$ cat config.mk
export PLATFORM = sky130hd
export DESIGN_NAME = fetch_unit_flat
export DESIGN_NICKNAME = d
export VERILOG_FILES = /design/src/rtl/fetch_unit_if.sv /design/src/rtl/fetch_unit.sv /design/src/flat_wrapper.sv
export SDC_FILE = /design/constraint.sdc
export NUM_CORES = 1
export LEC_CHECK = 0
export CORE_MARGIN = 2
export CORE_UTILIZATION = 47
export DETAILED_ROUTE_END_ITERATION = 12
export GPL_TIMING_DRIVEN = 0
export HOLD_SLACK_MARGIN = 0.05
export PLACE_DENSITY = 0.95
export SETUP_SLACK_MARGIN = 0.15
export SLEW_MARGIN = 40
export SYNTH_ARGS = -nofsm -noshare
export SYNTH_HDL_FRONTEND = slang
export SYNTH_SLANG_ARGS = --single-unit
export TNS_END_PERCENT = 50
$ cat constraint.sdc
create_clock -name clk -period 4.35 [get_ports clk]
set_input_delay 1.305 -clock clk [delete_from_list [all_inputs] [get_ports clk]]
set_output_delay 1.305 -clock clk [all_outputs]
set_load 0.01 [all_outputs]
$ cat src/rtl/fetch_unit_if.sv
`default_nettype none
// ============================================================================
//  Module   : fetch_unit_if
//  Brief    : Host, decoder and instruction-memory signals of the fetch unit,
//             with the fetch unit as master and its environment as slave.
//  Revision : 1.0  initial release
// ============================================================================
interface fetch_unit_if;
  logic        run;
  logic        stall;
  logic [5:0]  pc_in;
  logic        pc_we;
  logic [5:0]  imem_addr;
  logic [15:0] imem_data;
  logic [15:0] op;
  logic        op_valid;
  logic [5:0]  pc;
  logic        halted;
  logic [15:0] retired;

  // Fetch unit side
  modport master (
    input  run, stall, pc_in, pc_we, imem_data,
    output imem_addr, op, op_valid, pc, halted, retired
  );

  // Host / decoder / memory side
  modport slave (
    output run, stall, pc_in, pc_we, imem_data,
    input  imem_addr, op, op_valid, pc, halted, retired
  );
endinterface
`default_nettype wire

$ cat src/rtl/fetch_unit.sv
`default_nettype none
// ============================================================================
//  Module   : fetch_unit
//  Brief    : Multi-cycle instruction fetch sequencer. Each instruction takes
//             FETCH (address out), LOAD (capture read data) and EXEC (decoder
//             acts, pc advances or branches). A HALT_OP word parks the unit
//             in HALT until reset.
//  Revision : 1.0  initial release
// ============================================================================
module fetch_unit #(
  parameter logic [5:0]  RESET_PC = 6'd0,
  parameter logic [15:0] HALT_OP  = 16'hFFFF
) (
  input  wire logic       clk,
  input  wire logic       rst,
  fetch_unit_if.master    bus
);

  typedef enum logic [2:0] {
    S_IDLE  = 3'd0,
    S_FETCH = 3'd1,
    S_LOAD  = 3'd2,
    S_EXEC  = 3'd3,
    S_HALT  = 3'd4
  } state_t;

  localparam logic [15:0] c_RETIRED_MAX = 16'hFFFF;

  state_t      r_state;
  logic [5:0]  r_pc;
  logic [15:0] r_op;
  logic [15:0] r_retired;

  // The address bus mirrors pc; the memory returns data one cycle later.
  assign bus.imem_addr = r_pc;
  assign bus.pc        = r_pc;
  assign bus.op        = r_op;
  assign bus.retired   = r_retired;

  // Status flags decode the registered state only, so no input reaches them.
  assign bus.op_valid  = (r_state == S_EXEC);
  assign bus.halted    = (r_state == S_HALT);

  // Sequencer: state, program counter, instruction register, retire counter.
  always_ff @(posedge clk) begin
    if (rst) begin
      r_state   <= S_IDLE;
      r_pc      <= RESET_PC;
      r_op      <= 16'h0000;
      r_retired <= 16'h0000;
    end else begin
      case (r_state)
        S_IDLE: begin
          if (bus.run) r_state <= S_FETCH;
        end
        S_FETCH: begin
          r_state <= S_LOAD;
        end
        S_LOAD: begin
          r_op    <= bus.imem_data;
          r_state <= S_EXEC;
        end
        S_EXEC: begin
          // A stalled EXEC keeps everything as is; otherwise the instruction
          // retires (the halt word included) and the unit moves on.
          if (!bus.stall) begin
            if (r_retired != c_RETIRED_MAX) r_retired <= r_retired + 16'd1;
            if (r_op == HALT_OP) begin
              r_state <= S_HALT;
            end else begin
              r_pc    <= bus.pc_we ? bus.pc_in : r_pc + 6'd1;
              r_state <= bus.run ? S_FETCH : S_IDLE;
            end
          end
        end
        S_HALT: begin
          r_state <= S_HALT;
        end
        default: begin
          r_state <= S_IDLE;
        end
      endcase
    end
  end

endmodule
`default_nettype wire

$ cat src/flat_wrapper.sv
// flat-port wrapper written by rule: the top's interface ports become plain ports
module fetch_unit_flat 
#(
  parameter logic [5:0]  RESET_PC = 6'd0,
  parameter logic [15:0] HALT_OP  = 16'hFFFF
)
  (clk, rst, bus_run, bus_stall, bus_pc_in, bus_pc_we, bus_imem_data, bus_imem_addr, bus_op, bus_op_valid, bus_pc, bus_halted, bus_retired);
  fetch_unit_if bus_i ();
  input  wire logic clk;
  input  wire logic rst;
  input wire logic [$bits(bus_i.run)-1:0] bus_run;
  input wire logic [$bits(bus_i.stall)-1:0] bus_stall;
  input wire logic [$bits(bus_i.pc_in)-1:0] bus_pc_in;
  input wire logic [$bits(bus_i.pc_we)-1:0] bus_pc_we;
  input wire logic [$bits(bus_i.imem_data)-1:0] bus_imem_data;
  output wire logic [$bits(bus_i.imem_addr)-1:0] bus_imem_addr;
  output wire logic [$bits(bus_i.op)-1:0] bus_op;
  output wire logic [$bits(bus_i.op_valid)-1:0] bus_op_valid;
  output wire logic [$bits(bus_i.pc)-1:0] bus_pc;
  output wire logic [$bits(bus_i.halted)-1:0] bus_halted;
  output wire logic [$bits(bus_i.retired)-1:0] bus_retired;
  assign bus_i.run = bus_run;
  assign bus_i.stall = bus_stall;
  assign bus_i.pc_in = bus_pc_in;
  assign bus_i.pc_we = bus_pc_we;
  assign bus_i.imem_data = bus_imem_data;
  assign bus_imem_addr = bus_i.imem_addr;
  assign bus_op = bus_i.op;
  assign bus_op_valid = bus_i.op_valid;
  assign bus_pc = bus_i.pc;
  assign bus_halted = bus_i.halted;
  assign bus_retired = bus_i.retired;
  fetch_unit #(.RESET_PC(RESET_PC), .HALT_OP(HALT_OP)) u_core (.clk(clk), .rst(rst), .bus(bus_i));
endmodule
# [After elaboration in Yosys (flattened, before gate mapping)]
# Cells that the tools add are included.
[op_classes] n_addsub=2 eq_ne=8 mux=6 n_bitwise=2 reduce_logical=4
[ops] op="16-bit by 1-bit adder with 16-bit output, second input constant" count=1
[ops] op="16-bit == test, second input constant" count=1
[ops] op="16-bit != test, second input constant" count=1
[ops] op="3-bit one-hot mux with 5 select lines" count=1
[ops] op="3-bit two-way mux" count=3
[ops] op="6-bit by 1-bit adder with 6-bit output, second input constant" count=1
[ops] op="3-bit by 2-bit == test with 1-bit output, second input constant" count=2
[ops] op="6-bit two-way mux" count=1
[ops] op="3-bit AND reduction" count=2
[ops] op="2-bit != test, second input constant" count=2
[ops] op="3-bit by 1-bit == test with 1-bit output, second input constant" count=1
[ops] op="3-bit == test, second input constant" count=1
[ops] op="3-bit zero test" count=1
[ops] op="1-bit inverter" count=2
[ops] op="2-bit AND reduction" count=1
[ops] op="1-bit two-way mux" count=1
[word_totals] reg_bits=41 out_inout_bits=46 wordCells=26

# [Logic depth before layout (Yosys ltp)]
# Gate-level depths: netlist (run 1).
[depth] depth_word=4 mapped_depth=7 mapped_depth_nobuf=5

# [Worst setup path after synthesis (run 1)]
# No wires, ideal clock.
[synth_timing] kind="in2reg" startpoint="input bus_stall" endpoint="register u_core.r_retired[13] (netlist: u_core.bus.retired[13])" setup_ps=70 t_arrival_ps=2660 required_time_ps=4280 path_slack_ps=1620 cell_stages=5 path_cell_list="nand4bb_1 or4_1 clkbuf_1 or4_1 a21oi_1"
[synth_via] elab_chain_len=2
[synth_lines] item="start, declared" line="flat_wrapper.sv:12" text="input wire logic [$bits(bus_i.stall)-1:0] bus_stall;"
[synth_lines] item="1-bit inverter (no source line)"
[synth_lines] item="3-bit AND reduction (no source line)"
[synth_lines] item="end signal, assigned" line="fetch_unit.sv:67" text="if (r_retired != c_RETIRED_MAX) r_retired <= r_retired + 16'd1;"
[synth_lines] item="end, declared" line="fetch_unit.sv:32" text="logic [15:0] r_retired;"
# Every way passes these cells.
# A chain may end at the register's enable or synchronous reset.

# [Worst setup path after layout (run 1)]
[layout_timing] startpoint="input bus_stall" endpoint="register u_core.r_retired[8] (netlist: u_core.bus.retired[8])"
# Same word-level chain as after synthesis.

==> metrics.sh, run 1 <==
ASYNCSETRESETFLOPFRACSYNTH=0
PATH_CELLS='clkdlybuf4s50_1 -> nor4bb_1 -> clkbuf_1 -> nand2_1 -> nor4b_1 -> mux2_2'
SYNTH_TOP_CELL_AREA_SHARE=0.417
LAYOUT_FILLER_CELL_COUNT=313
GRT.TOTAL_USAGE=0.244
MOSTFREQUENTLAYOUTCELLS='72 x sky130_fd_sc_hd__clkdlybuf4s50_1, 42 x sky130_fd_sc_hd__nand2_1, 41 x sky130_fd_sc_hd__dfxtp_1'
FINALWEIGHTEDCONGESTION=0.933
DETAIL_ROUTE.VIAS_PER_CELL=5.79
ENDPOINT_KIND='flip-flop'
ACHIEVABLE-FREQUENCY_MHz=308
NUMCLOCKSINKS=41
TIMING_WORST_SLEW_PIN_VALUE_NS=0.703
GRT_REMAINING_OVERFLOW=0
CTS.HOLD.BUFFERS_ADDED=0
MOSTFREQUENTLAYOUTCELL='sky130_fd_sc_hd__clkdlybuf4s50_1'
CTS-ROOT-BUF='sky130_fd_sc_hd__clkbuf_8'
FINAL_MAX_SLEW_VIOL_COUNT=0
CTS-BUFFERS-INSERTED=5
POSTSYNTHNETCOUNT=275
POSTCTSRESIZEDCELLS=0
STATUS='complete, no violations'
FINALHOLDVIOLATIONS=0
SETUP.REG_TO_REG.WORST_SLACK_NS=2.13
SYNTH_EDF_COUNT=0
SYNTH_XOR_AREA_FRAC=0
CRITPATHARRIVALTIME_NS=3.44
HTREEDEPTH=2
FINALCOREUTILIZATION=0.719
YS_TOP_CELLS_BY_AREA='sky130_fd_sc_hd__dfxtp_1 42%, sky130_fd_sc_hd__a21oi_1 8.9%, sky130_fd_sc_hd__nand2_1 8.0%'
CPLARGESTDELAYFAMILY='simple AND/OR/NAND/NOR gates'
MIN_PATH_TYPE='reg2reg'
CTS-ROOT-TO-SINK-BUFFERS=2
SYNTH.CELL_AREA_SQ_MM=0.00197
DRT_FIRST_ITER_VIOLATIONS=209
WORST-PATH-MAX-FANOUT=9
YS_FF_LATCH=41
FINAL_NETS=354
VDD_IR_DROP_MAX_mV=0.230
LARGEST_FAMILY_OF_LOGIC_CELLS_BY_SYNTHESIZED_AREA='simple AND/OR/NAND/NOR gates'
POST_SYNTH_MUX_AREA_SHARE=0.0280
SYN2LAYOUT_AREA_GROWTH_PCT=46.2
HEIGHT_OF_THE_CHIP_UM=68.7
PORT_BUFFERS=72
WIRE_LENGTH_OF_THE_FIRST_GLOBAL_ROUTING_PASS_UM=8670
SETUP_VIOL_COUNT_FINAL=0
SYNTH-ADDER-AREA-SHARE=0.0127
CRITICAL_PATH.N_BUFFERS_INVERTERS=2
YOSYS.AREA_SHARE.SIMPLE=0.300
CP_DATA_REQUIRED_TIME_NS=4.55
MAX-CAP-VIOLATIONS=0
LAYOUT_CELL_SHARE_WITH_DRIVE_STRENGTH_BEYOND_1=0.0706
FP.DIEW_UM=68.7
DR_TOTAL_VIAS=2178
FLOORPLAN.ROWS=23
CP_SLOWEST_CELL='sky130_fd_sc_hd__clkdlybuf4s50_1'
RELSLEWSLACK=0.528
DETAILED_ROUTE_WL_UM=5520
SYNTH.YOSYS.WARNINGS=0
YOSYSTOPAREACELL='sky130_fd_sc_hd__dfxtp_1'
SYNTH_FLOP_CELL='sky130_fd_sc_hd__dfxtp_1'
UNREPAIRED_SETUP_ENDPOINTS_AFTER_GLOBAL_ROUTING='false'
FLOORPLAN_DIE_AREA_SQ_MM=0.00472
PWR_DENSITY_CELL_mW_PER_MM2=284
POSTCTSSETUPREPAIRBUFS=0
FINALSETUPTNS_NS=0
WL_PER_CELL_UM=14.7
ROUTE.ANTENNA.REMAINING_NETS=0
GRT_MAX_DEGREE=14
IO_PINS=73
FINAL_PERIOD_UTILIZATION=0.747
NETLIST-CELL-TYPE-COUNT=38
DETAILEDROUTE.FIRSTPASSITERATIONCOUNT=4
NUMBER_OF_CELLS_PRODUCED_BY_SYNTHESIS=246
CRITICAL-PATH-MAX-STAGE-DELAY_NS=0.47
WORSTSETUPSTARTPOINTTYPE='input port'
FINCLKSKEW_NS=0.00867
KIND_OF_CRITICAL_PATH='in2reg'
FINALHOLDWORSTSLACK_NS=0.478
STATIC-LEAKAGE-POWER_nW=0.931
HPWLAFTERDP_UM=3980
WORSTSKEWPAIRLATENCY_NS=0.30
FINAL_PERIOD_MINUS_WORST_SETUP_SLACK_NS=3.25
ANTENNA_CELLS_INSERTED=0
VIA_COUNT_OF_THE_FIRST_GLOBAL_ROUTING_PASS=1921
CTS_TREE='built'
SYNTH_SEQUENTIAL_AREA_RATIO=0.417
SYNTHESIS.AREA_PER_INSTANCE_SQ_UM=8.00
ANTENNA_FOUND_INITIAL=0
PATH_CLK_SLEW_NS=0.08
DESIGN.CORE.AREA_SQ_MM=0.00400
SYNTH_COMPOUND_AREA_FRAC=0.184
INITIAL_UTILIZATION=0.492
ROUTE.DETAILED.DRC=0
-- area by class of cell --
cell class | count | area [sq um] | share of cell area
inverters | 2 | 7.51 | 0.00261
clock buffers | 6 | 82.6 | 0.0287
plain buffers | 22 | 106 | 0.0370
flip-flops and latches | 41 | 821 | 0.285
well taps | 50 | 62.6 | 0.0217
repair buffers | 72 | 721 | 0.251
multi-input cells | 181 | 1040 | 0.361
clock inverters | 2 | 37.5 | 0.0130
-- tightest hold or removal path: cells and delay by family, from the launching register on --
family | cells | cell delay, ns
AND/OR/NAND/NOR | 1 | 0.05
flip-flops | 1 | 0.33
AO/OA/AOI/OAI | 1 | 0.05
-- final timing paths --
kind	from	endpoint	depth (start not counted)
min	u_core.bus.op[11]	u_core.bus.op[11]	2
max	bus_stall	u_core.bus.retired[8]	6
max reg2reg	u_core.bus.retired[0]	u_core.bus.retired[0]	7
min reg2reg	u_core.bus.op[11]	u_core.bus.op[11]	2
-- logic make-up after synthesis --
kind of cell,count (synthesis)
and+or+nand+nor,113
AOI/OAI and AO/OA,61
DFF,41
adders and majority gates,2
buffers and inverters,24
muxes,5
-- registers in the layout, summed over array words and instances, names as in the netlist --
name / flops
u_core.bus.op: 16
u_core.r_state: 3
u_core.bus.imem_addr: 6
u_core.bus.retired: 16
-- metal layers --
metal  global-route usage  up-vias  share of wire  wire [um]
met5                    0        -              0          0
met4                0.105        0          0.020        111
met3               0.0471        9          0.065        361
li1                     -     1058              -          -
met2                0.423       90           0.50       2780
met1                0.293     1021           0.41       2280
-- cells in the mapped netlist (2+ instances only) --
master	number
sky130_fd_sc_hd__clkbuf_1	14
sky130_fd_sc_hd__nor2b_1	5
sky130_fd_sc_hd__nor2_1	12
sky130_fd_sc_hd__a31oi_1	3
sky130_fd_sc_hd__nand2_1	42
sky130_fd_sc_hd__o311ai_0	2
sky130_fd_sc_hd__dfxtp_1	41
sky130_fd_sc_hd__o31ai_1	9
sky130_fd_sc_hd__nand4_1	9
sky130_fd_sc_hd__or3_1	6
sky130_fd_sc_hd__nor4_1	6
sky130_fd_sc_hd__mux2_2	4
sky130_fd_sc_hd__o41ai_1	2
sky130_fd_sc_hd__ha_1	2
sky130_fd_sc_hd__a21oi_1	35
sky130_fd_sc_hd__buf_4	6
sky130_fd_sc_hd__or4_1	9
sky130_fd_sc_hd__nand3_1	8
sky130_fd_sc_hd__inv_1	2
sky130_fd_sc_hd__nor3b_1	2
sky130_fd_sc_hd__nor3_1	4
sky130_fd_sc_hd__o21ai_0	6
sky130_fd_sc_hd__or2_2	2
-- power breakdown --
group / switching (mW) / internal [mW]
Sequential: 0.0115 / 0.386
Clock: 0.137 / 0.187
Combinational: 0.0431 / 0.0517
Total: 0.192 / 0.624
-- stage by stage --
stage | cell area (sq um) | setup WS, ns | instances | total power [mW]
detailed placement | 2750 | 0.868 | 368 | 0.500
floorplan | 1970 | 1.62 | 246 | 0.444
CTS | 2870 | 1.17 | 376 | 0.819
finish | 2880 | 1.10 | 376 | 0.817
global route | 2880 | 1.04 | 376 | 0.841
global placement | 2750 | 0.976 | 368 | 0.497
Power figures use the tool's default switching activity.
==> run 2, diff against run 1 <==
CORE_UTILIZATION = 44   (was 47)
PLACE_DENSITY = 0.92   (was 0.95)
clock period = 3.1 ns   (was 4.35 ns; I/O delays follow)
==> metrics.sh, run 2 (synthesis gave the netlist of run 1 again) <==
WORSTSETUPSTARTPOINTTYPE='input port'  # unchanged
POSTCTSSETUPREPAIRBUFS=0  # unchanged
ACHIEVABLE-FREQUENCY_MHz=363
VIA_COUNT_OF_THE_FIRST_GLOBAL_ROUTING_PASS=1944  # was 1921
MIN_PATH_TYPE='reg2reg'  # unchanged
NUMCLOCKSINKS=41  # unchanged
PLACE_INST=370  # was 368
WIRE_LENGTH_OF_THE_FIRST_GLOBAL_ROUTING_PASS_UM=8960  # was 8670 um
PWR_DENSITY_CELL_mW_PER_MM2=396  # was 284 mW/mm^2
FINCLKSKEW_NS=0.00906  # was 0.00867 ns
PATH_CLK_SLEW_NS=0.08  # about the same
SYN2LAYOUT_AREA_GROWTH_PCT=46.2  # about the same
GRT.TOTAL_USAGE=0.221  # was 0.244
CRITPATHLAUNCH='bus_stall'  # unchanged
CTS-ROOT-TO-SINK-BUFFERS=2  # unchanged
IO_PINS=73  # unchanged
FINALCOREUTILIZATION=0.665  # was 0.719
FINAL_PERIOD_MINUS_WORST_SETUP_SLACK_NS=2.75
R2R-END='u_core.bus.retired[1]'  # was u_core.bus.retired[0]
ENDPOINT_KIND='flip-flop'  # unchanged
ANTENNA_CELLS_INSERTED=0  # unchanged
GRT_REMAINING_OVERFLOW=0  # unchanged
MOSTFREQUENTLAYOUTCELLS='72 x sky130_fd_sc_hd__clkdlybuf4s50_1, 42 x sky130_fd_sc_hd__nand2_1, 41 x sky130_fd_sc_hd__dfxtp_1'  # unchanged
CRIT_END='u_core.bus.retired[8]'  # unchanged
HOLD-PATH-CELL-COUNT=2  # unchanged
DETAILEDROUTE.FIRSTPASSITERATIONCOUNT=4  # unchanged
FINALSETUPTNS_NS=0  # unchanged
HPWLAFTERDP_UM=3910  # was 3980 um
KIND_OF_CRITICAL_PATH='in2reg'  # unchanged
GRT_MAX_DEGREE=13  # was 14
ANTENNA_FOUND_INITIAL=0  # unchanged
WORSTSKEWPAIRLATENCY_NS=0.30  # about the same
FP.DIEW_UM=70.9  # was 68.7 um
WL_PER_CELL_UM=14.4  # was 14.7 um
PORT_BUFFERS=72  # unchanged
LAYOUT_CELL_SHARE_WITH_DRIVE_STRENGTH_BEYOND_1=0.0675  # was 0.0706
FLOORPLAN.ROWS=24  # was 23
CTS.HOLD.BUFFERS_ADDED=0  # unchanged
MAX-CAP-VIOLATIONS=0  # unchanged
FINAL_PERIOD_UTILIZATION=0.889
DETAIL_ROUTE.VIAS_PER_CELL=5.75  # was 5.79
DESIGN.CORE.AREA_SQ_MM=0.00432  # was 0.00400 sq mm
WORST-PATH-MAX-FANOUT=9  # unchanged
STATIC-LEAKAGE-POWER_nW=0.932  # was 0.931 nW
TIMING.RR.START='u_core.bus.retired[0]'  # unchanged
DETAILED_ROUTE_WL_UM=5430  # was 5520 um
SETUP_VIOL_COUNT_FINAL=0  # unchanged
VDD_IR_DROP_MAX_mV=0.358  # was 0.230 mV
ROUTE.DETAILED.DRC=0  # unchanged
ROUTE.ANTENNA.REMAINING_NETS=0  # unchanged
DRT_FIRST_ITER_VIOLATIONS=146  # was 209
UNREPAIRED_SETUP_ENDPOINTS_AFTER_GLOBAL_ROUTING='false'  # unchanged
INITIAL_UTILIZATION=0.455  # was 0.492
RELSLEWSLACK=0.518  # was 0.528
TIMING_WORST_SLEW_PIN_VALUE_NS=0.717  # was 0.703 ns
DP_WORST_SETUP_SLACK_NS=0.0474  # was 0.868 ns
CRITPATHARRIVALTIME_NS=2.95  # was 3.44 ns
CP_DATA_REQUIRED_TIME_NS=3.29  # was 4.55 ns
R2R_CELLS=7  # unchanged
FINAL_MAX_SLEW_VIOL_COUNT=0  # unchanged
CTS-BUFFERS-INSERTED=5  # unchanged
CTS-ROOT-BUF='sky130_fd_sc_hd__clkbuf_8'  # unchanged
FINALWEIGHTEDCONGESTION=0.810  # was 0.933
FLOORPLAN_DIE_AREA_SQ_MM=0.00502  # was 0.00472 sq mm
STATUS='complete, no violations'  # unchanged
INSTANCES_NO_FILL=378  # was 376
WORST_SLACK_SETUP_FINAL_NS=0.346  # was 1.10 ns
CTS_TREE='built'  # unchanged
MOSTFREQUENTLAYOUTCELL='sky130_fd_sc_hd__clkdlybuf4s50_1'  # unchanged
SETUP.REG_TO_REG.WORST_SLACK_NS=0.93  # was 2.13 ns
HTREEDEPTH=2  # unchanged
HEIGHT_OF_THE_CHIP_UM=70.9  # was 68.7 um
POSTCTSRESIZEDCELLS=0  # unchanged
FINALHOLDVIOLATIONS=0  # unchanged
DR_TOTAL_VIAS=2173  # was 2178
FINAL_NETS=354  # unchanged
## run 2: changes by cell type in the layout (fill, tap and decap cells not counted), sizes merged
cell	delta
clkinvlp	-1
clkbuf	+1
## run 2: per-stage QoR
stage / power [mW] / hold slack (ns) / instance area, sq um
finish: 1.14 / 0.479 / 2880
floorplan: 0.622 / 0.492 / 1970
detailed placement: 0.702 / 0.469 / 2750
CTS: 1.14 / 0.479 / 2870
global placement: 0.697 / 0.460 / 2750
global route: 1.19 / 0.492 / 2880
## run 2: power breakdown
| part | switching (mW) | leakage (nW) | internal, mW |
|---|---|---|---|
| Clock | 0.186 | 0.0585 | 0.263 |
| Combinational | 0.0611 | 0.542 | 0.0725 |
| Sequential | 0.0160 | 0.332 | 0.542 |
## run 2: how the worst min path moves through the flow
| stage | from | end | slack (ns) |
|---|---|---|---|
| 2_1_floorplan | u_core.bus.op[11] | u_core.bus.op[11] | 0.49 |
| 3_3_place_gp | u_core.bus.op[14] | u_core.bus.op[14] | 0.46 |
| 3_5_place_dp | u_core.bus.op[14] | u_core.bus.op[14] | 0.47 |
| 4_1_cts | u_core.bus.op[14] | u_core.bus.op[14] | 0.48 |
| 5_1_grt | u_core.bus.op[13] | u_core.bus.op[13] | 0.49 |
| 6_report | u_core.bus.op[14] | u_core.bus.op[14] | 0.48 |
## run 2: area by class of cell
type	instances	area, sq um
Tap cell	52	65.1
Inverter	2	7.51
Multi-Input combinational cell	181	1040
Timing Repair Buffer	72	721
Clock buffer	7	86.3
Fill cell	364	1450
Buffer	22	106
Sequential cell	41	821
Clock inverter	1	30.0
## run 2: metal layers
metal,part of all wire,wire length (um),track usage
met4,0.027,146,0.115
met2,0.49,2660,0.352
met3,0.065,353,0.0484
met1,0.42,2270,0.280
met5,0,0,0
## run 2: critical path: stages
cell	delay [ns]
sky130_fd_sc_hd__clkdlybuf4s50_1	0.46
sky130_fd_sc_hd__nor4bb_1	0.29
sky130_fd_sc_hd__clkbuf_1	0.39
sky130_fd_sc_hd__nand2_1	0.18
sky130_fd_sc_hd__nor4b_1	0.33
sky130_fd_sc_hd__mux2_2	0.37
